===== src/rtl/ahb_arbiter.sv =====
// ahb_arbiter: round-robin AHB manager arbiter with burst/lock aware handover and split address/data steering
module ahb_arbiter #(
  parameter int NO_OF_MANAGERS = 3,
  parameter int MASTER_BITS = $clog2(NO_OF_MANAGERS),
  parameter int ADDR_WIDTH = 32,
  parameter int DATA_WIDTH = 32
) (
  input  logic                                 HCLK,
  input  logic                                 HRESETn,
  input  logic [NO_OF_MANAGERS-1:0]            HBUSREQ,
  input  logic [NO_OF_MANAGERS-1:0]            HLOCK,
  input  logic [NO_OF_MANAGERS*ADDR_WIDTH-1:0] M_HADDR,
  input  logic [2*NO_OF_MANAGERS-1:0]          M_HTRANS,
  input  logic [NO_OF_MANAGERS-1:0]            M_HWRITE,
  input  logic [3*NO_OF_MANAGERS-1:0]          M_HSIZE,
  input  logic [3*NO_OF_MANAGERS-1:0]          M_HBURST,
  input  logic [4*NO_OF_MANAGERS-1:0]          M_HPROT,
  input  logic [NO_OF_MANAGERS*DATA_WIDTH-1:0] M_HWDATA,
  input  logic                                 HREADY,
  output logic [NO_OF_MANAGERS-1:0]            HGRANT,
  output logic [MASTER_BITS-1:0]               HMASTER,
  output logic                                 HMASTLOCK,
  output logic [ADDR_WIDTH-1:0]                HADDR,
  output logic [1:0]                           HTRANS,
  output logic                                 HWRITE,
  output logic [2:0]                           HSIZE,
  output logic [2:0]                           HBURST,
  output logic [3:0]                           HPROT,
  output logic [DATA_WIDTH-1:0]                HWDATA
);
  localparam int N = NO_OF_MANAGERS;
  localparam logic [1:0] IDLE = 2'b00, NONSEQ = 2'b10, SEQ = 2'b11;
  localparam logic [2:0] SINGLE = 3'b000, INCR = 3'b001;
  typedef enum logic {NO_OWNER, OWNED} state_t;
  state_t state, state_nx;
  logic [N-1:0] grant_nx;
  logic [MASTER_BITS-1:0] master_nx, winner, data_owner;
  logic [3:0] remaining, remaining_nx;
  logic [1:0] own_trans;
  logic [2:0] own_burst;
  logic own_lock, owned, found, accepted, rearb;
  int m, d;
  assign m = int'(HMASTER);
  assign d = int'(data_owner);
  assign owned = state == OWNED;
  assign own_trans = M_HTRANS[2*m +: 2];
  assign own_burst = M_HBURST[3*m +: 3];
  assign own_lock = HLOCK[m];
  assign accepted = owned && HREADY && own_trans[1];
  assign rearb = HREADY && (!owned || (!own_lock && (own_trans == IDLE ||
                 (own_trans == NONSEQ && own_burst == SINGLE) ||
                 (own_trans == SEQ && remaining == 4'd1 && own_burst != INCR))));
  assign HADDR  = owned ? M_HADDR[ADDR_WIDTH*m +: ADDR_WIDTH] : '0;
  assign HTRANS = owned ? own_trans : IDLE;
  assign HWRITE = owned ? M_HWRITE[m] : 1'b0;
  assign HSIZE  = owned ? M_HSIZE[3*m +: 3] : 3'b000;
  assign HBURST = owned ? own_burst : 3'b000;
  assign HPROT  = owned ? M_HPROT[4*m +: 4] : 4'b0000;
  assign HWDATA = M_HWDATA[DATA_WIDTH*d +: DATA_WIDTH];
  // Remaining beats after the NONSEQ of a burst; INCR loads 0 and is never ended by the counter
  function automatic logic [3:0] beats_left(input logic [2:0] b);
    return b[2:1] == 2'd1 ? 4'd3 : b[2:1] == 2'd2 ? 4'd7 : b[2:1] == 2'd3 ? 4'd15 : 4'd0;
  endfunction
  // Round-robin scan starting after the current owner, the owner itself scanned last
  always_comb begin
    winner = HMASTER;
    found = 1'b0;
    for (int i = 1; i <= N; i++) begin
      if (!found && HBUSREQ[(m + i) % N]) begin
        found = 1'b1;
        winner = MASTER_BITS'((m + i) % N);
      end
    end
  end
  // Next grant, owner, state and beat count
  always_comb begin
    remaining_nx = !accepted ? remaining : own_trans == NONSEQ ? beats_left(own_burst) :
                   remaining == 4'd0 ? 4'd0 : remaining - 4'd1;
    state_nx = !rearb ? state : found ? OWNED : NO_OWNER;
    grant_nx = !rearb ? HGRANT : found ? N'(1) << winner : '0;
    master_nx = rearb ? winner : HMASTER;
  end
  // Everything advances only on HREADY edges so a stalled transfer keeps its steering
  always_ff @(posedge HCLK or negedge HRESETn) begin
    if (!HRESETn) begin
      state <= NO_OWNER;
      HGRANT <= '0;
      HMASTER <= '0;
      data_owner <= '0;
      HMASTLOCK <= 1'b0;
      remaining <= '0;
    end else if (HREADY) begin
      state <= state_nx;
      HGRANT <= grant_nx;
      HMASTER <= master_nx;
      data_owner <= HMASTER;
      HMASTLOCK <= owned && own_lock;
      remaining <= remaining_nx;
    end
  end
endmodule


===== config.mk =====
export PLATFORM = sky130hd
export DESIGN_NAME = ahb_arbiter
export DESIGN_NICKNAME = d
export VERILOG_FILES = /design/src/rtl/ahb_arbiter.sv
export SDC_FILE = /design/constraint.sdc
export NUM_CORES = 1
export LEC_CHECK = 0
export ABC_AREA = 1
export CAP_MARGIN = 10
export CORE_AREA = 2 2 126 128
export CTS_BUF_LIST = sky130_fd_sc_hd__clkbuf_2 sky130_fd_sc_hd__clkbuf_4 sky130_fd_sc_hd__clkbuf_8
export DETAILED_ROUTE_END_ITERATION = 6
export DIE_AREA = 0 0 128 130
export PLACE_DENSITY = 0.6
export SYNTH_ARGS = -nofsm -noshare
export SYNTH_HDL_FRONTEND = slang
export SYNTH_SLANG_ARGS = --single-unit

===== constraint.sdc =====
create_clock -name HCLK -period 2.17 [get_ports HCLK]
set_input_delay 0.434 -clock HCLK [delete_from_list [all_inputs] [get_ports HCLK]]
set_output_delay 0.434 -clock HCLK [all_outputs]
set_load 0.03 [all_outputs]

==> results <==
- The run finished with clean final reports.
- The final layout contains routed wiring with a total length of 16000 um.
- 323 I/O pins were placed.
- CTS placed an instance of sky130_fd_sc_hd__clkbuf_8 at the clock tree root.
- The horizontal die dimension is 128 um.
- Setup repair after global routing left no endpoint under its margin.
- For the pin with the worst max-slew slack, the measured transition is 0.599 ns.
- The highest net fanout along the worst path is 7.
- At the worst endpoint, the required time is 1.74 ns.
- The critical path endpoint category is an output pin.
- Counting the fill cells in the layout gives 1626.
- The share of the synthesized area in the top cell type is 22.1%.
- Across the VDD grid, the largest voltage drop is 0.000528 V.
- For this design the static power due to leakage is 2.70 nW.
- The worst path needs 2.08 ns of the cycle, external delays included.
- The total area of multi-input combinational cells is 2420 um^2.
- The deepest level of the CTS H-tree is 1.
- For this run, the top clock speed supported by timing is 481 MHz.
- TritonCTS built the clock tree.
- The floorplan step set the die height to 130 um.
- Across the whole layout, storage elements account for 329 um^2.
- Clock tree synthesis found a total of 13 sinks.
- The library cells used most frequently in the layout, excluding fill and tap cells, are 243 x sky130_fd_sc_hd__clkdlybuf4s50_1, 162 x sky130_fd_sc_hd__nor2_1, 95 x sky130_fd_sc_hd__nand2_1.
- The portion of the clock cycle consumed by the worst path in the final layout is 95.8%.
- The post-detailed-route wirelength per cell is 15.2 um.
- The worst setup path is launched from a flop.
- The number of antenna-violating nets in the routed design is 0.
- Synthesis inferred 13 register bits.
- The wire length of the first global-routing pass is 23500 um.
- The number of pins exceeding their max-slew limit in the final report is 0.
- By area the synthesized netlist is led by sky130_fd_sc_hd__nor2_1 22%, sky130_fd_sc_hd__nand2_1 13%, sky130_fd_sc_hd__dfrtp_1 12%.
- The via-per-instance ratio is 4.55.
- The global-route total usage across every layer is 17.8%.
- The number of buffers inserted by hold repair at cts is 0.
- The number of hold violations in the final report came to 0.
- In this run the cell area measured after placement is 6410 um^2.
- Setup violations remaining at the end of the flow were counted as 0.
- After the first detailed-routing iteration, the DRC count stood at 108.
- The cell taking the most area after synthesis is sky130_fd_sc_hd__nor2_1.
- The smallest hold slack is 0.490 ns.
- The mean instance size in the synthesized netlist is 5.03 um^2.
- The initial antenna violation count was 1.
- The DRC violation count after routing is 0.
- The total instance count after detailed placement is 1045.
- The most used flip-flop cell after synthesis is sky130_fd_sc_hd__dfrtp_1.
- The clock insertion delay at the later pin of the skew report is 0.24 ns.
- The number of rows in the core area is 46.
- The summed instance area of the synthesized netlist is 2790 um^2.
- The finished layout cell area is 6470 um^2.
- In this run the post-CTS setup repair buffer count came out at 0.
- The number of different library cells used by synthesis comes to 27.
- Total power for the finished layout comes to 0.00752 W.
- The tool flagged a number of max-cap violations equal to 0.
- The number of global-route vias before repair came to 4540.
- The final route contains 4782 vias.
- For this design the ratio of total power to cell area is 1160 nW/um^2.
- The floorplan step defined a die boundary enclosing 16600 um^2.
- In this run switching power makes up 57.9% of total power.
- The worst slew margin relative to its limit is 60.0%.
- The data arrival time of the worst path is 1.65 ns.
- Once layout is complete, the cells apart from fillers number 1050.
- Per report_power, the combinational group accounts for 90.5% of the total.
- The final weighted congestion of routability-driven global placement is 0.844.
- The number of warnings reported in the yosys synthesis log is 0.
- The area added between synthesis and finish is 132%.
- The count of TritonRoute iterations in the first routing pass is 4.
- Entering global routing, the biggest net connects 47 pins.
- The clock transition at the register clock pins on the worst setup and hold paths after CTS is 0.06 ns.
- For the final routed database, the setup TNS stands at 0 ns.
- The share of layout cells above drive strength 1 is 22.4%.
- In this run the standard cell core region covers 15400 um^2.
- Counting flops with an async set or reset pin after synthesis yields a share of 100%.
- The detailed-placement wirelength estimate is 13300 um.
- The initial utilization of the core area, before any placement, comes to 18.1%.
- The layout net count is 1100.
- The clock network is responsible for 3.0% of the overall power.
- Across the routed clock network, the largest skew measured is 0.00135 ns.
- Counting the buffers created by CTS gives 3.
- Counting flops with a built-in enable in the synthesized netlist gives 0.
- The port buffer count is 322.
- The classification of the worst-slack hold path is flop to flop.
- The net switching power of the design is 0.00435 W.
- The internal power is 0.00316 W.
- The proportion of power drawn by flip-flops and latches is 6.5%.
- The cell count after synthesis is 554.
- The maximum buffer depth of the clock tree is 2.
- The leftover overflow at the end of global routing is 0.
- The critical path in this run is classified as flop to output pin.
- The number of nets handed over by synthesis was 796.
- The library cell used most frequently in the layout, excluding fill and tap cells, is sky130_fd_sc_hd__clkdlybuf4s50_1.
- Of the synthesized area, sequential elements account for 11.7%.
==> cells in the mapped netlist, types with 2 or more instances <==
master                     number
sky130_fd_sc_hd__buf_1          9
sky130_fd_sc_hd__a21oi_1       46
sky130_fd_sc_hd__ha_1           2
sky130_fd_sc_hd__buf_2          3
sky130_fd_sc_hd__a31oi_1        2
sky130_fd_sc_hd__inv_1         24
sky130_fd_sc_hd__clkbuf_1      28
sky130_fd_sc_hd__buf_4          2
sky130_fd_sc_hd__nor2_2         3
sky130_fd_sc_hd__nand2_1       97
sky130_fd_sc_hd__nand3_1       55
sky130_fd_sc_hd__nor2_1       164
sky130_fd_sc_hd__o31ai_1       32
sky130_fd_sc_hd__a21oi_2        4
sky130_fd_sc_hd__inv_2          5
sky130_fd_sc_hd__o21ai_0       46
sky130_fd_sc_hd__dfrtp_1       13
sky130_fd_sc_hd__nand2_2        9
sky130_fd_sc_hd__nand4_1        2
==> state kept, by name (all words and copies together), names as in the netlist <==
name,cells
owned,1
HMASTLOCK,1
HGRANT,3
HMASTER,2
data_owner,2
remaining,4
==> power groups by stage <==
stage	combinational, W	clock [W]	sequential (W)
after global placement	0.00687	0	0.000494
after CTS	0.00688	0.000228	0.000488
final	0.00680	0.000224	0.000489
after global routing	0.00736	0.000242	0.000513
after floorplan	0.00417	0	0.000500
after detailed placement	0.00686	0	0.000490
==> cell families after synthesis <==
group / share of synthesized area (%)
flops: 11.7
compound gates: 27.4
simple gates: 49.1
fa+ha+maj: 0.898
buf+inv: 10.5
xor+xnor: 0.315
==> worst paths after layout <==
path	start	to	slack, ns	cells after the start
worst min register to register	HMASTLOCK	HMASTLOCK	0.49	2
worst max register to register	HMASTER[0]	HGRANT[1]	0.18	13
min in group asynchronous	HRESETn	HGRANT[0]	0.58	1
worst max-delay path	HMASTER[0]	HTRANS[1]	0.09	7
worst min-delay path	HMASTLOCK	HMASTLOCK	0.49	2
max in group asynchronous	HRESETn	data_owner[1]	1.17	1
==> final cells by class <==
cell class	instances	area share (%)
flip-flops and latches	13	5.08
well taps	192	3.71
clock buffers	4	0.754
multi-input cells	468	37.3
repair buffers	342	51.3
inverters	30	1.74
diodes	1	0.0386
==> through the flow <==
step	worst slack [ns]	utilization [%]
after floorplan	-0.00389	-
after global placement	0.158	41.6
after detailed placement	0.155	41.6
after CTS	0.0158	41.9
after global routing	0.00185	42.0
final	0.0903	42.0
==> critical path: stages (launching register included) <==
cell,delay (ns)
sky130_fd_sc_hd__dfrtp_2,0.44
sky130_fd_sc_hd__inv_2,0.11
sky130_fd_sc_hd__nand2_2,0.08
sky130_fd_sc_hd__inv_2,0.09
sky130_fd_sc_hd__buf_4,0.16
sky130_fd_sc_hd__nand2_1,0.12
sky130_fd_sc_hd__a21oi_2,0.21
sky130_fd_sc_hd__buf_4,0.19
==> layer usage <==
metal | global-route usage [%] | routed length (um) | part of all wire, % | vias up
li1 | - | - | - | 2433
met1 | 17.5 | 5500 | 34 | 2091
met2 | 36.5 | 8560 | 54 | 234
met3 | 4.59 | 1520 | 9.5 | 24
met4 | 4.85 | 375 | 2.4 | 0
met5 | 0 | 0 | 0 | -
==> repair_timing <==
item	in CTS	in global routing
endpoints found under the hold margin	0	0
setup endpoints to repair	0	21
gates resized for setup	0	4
No activity file was read; power rests on OpenSTA's default activity.
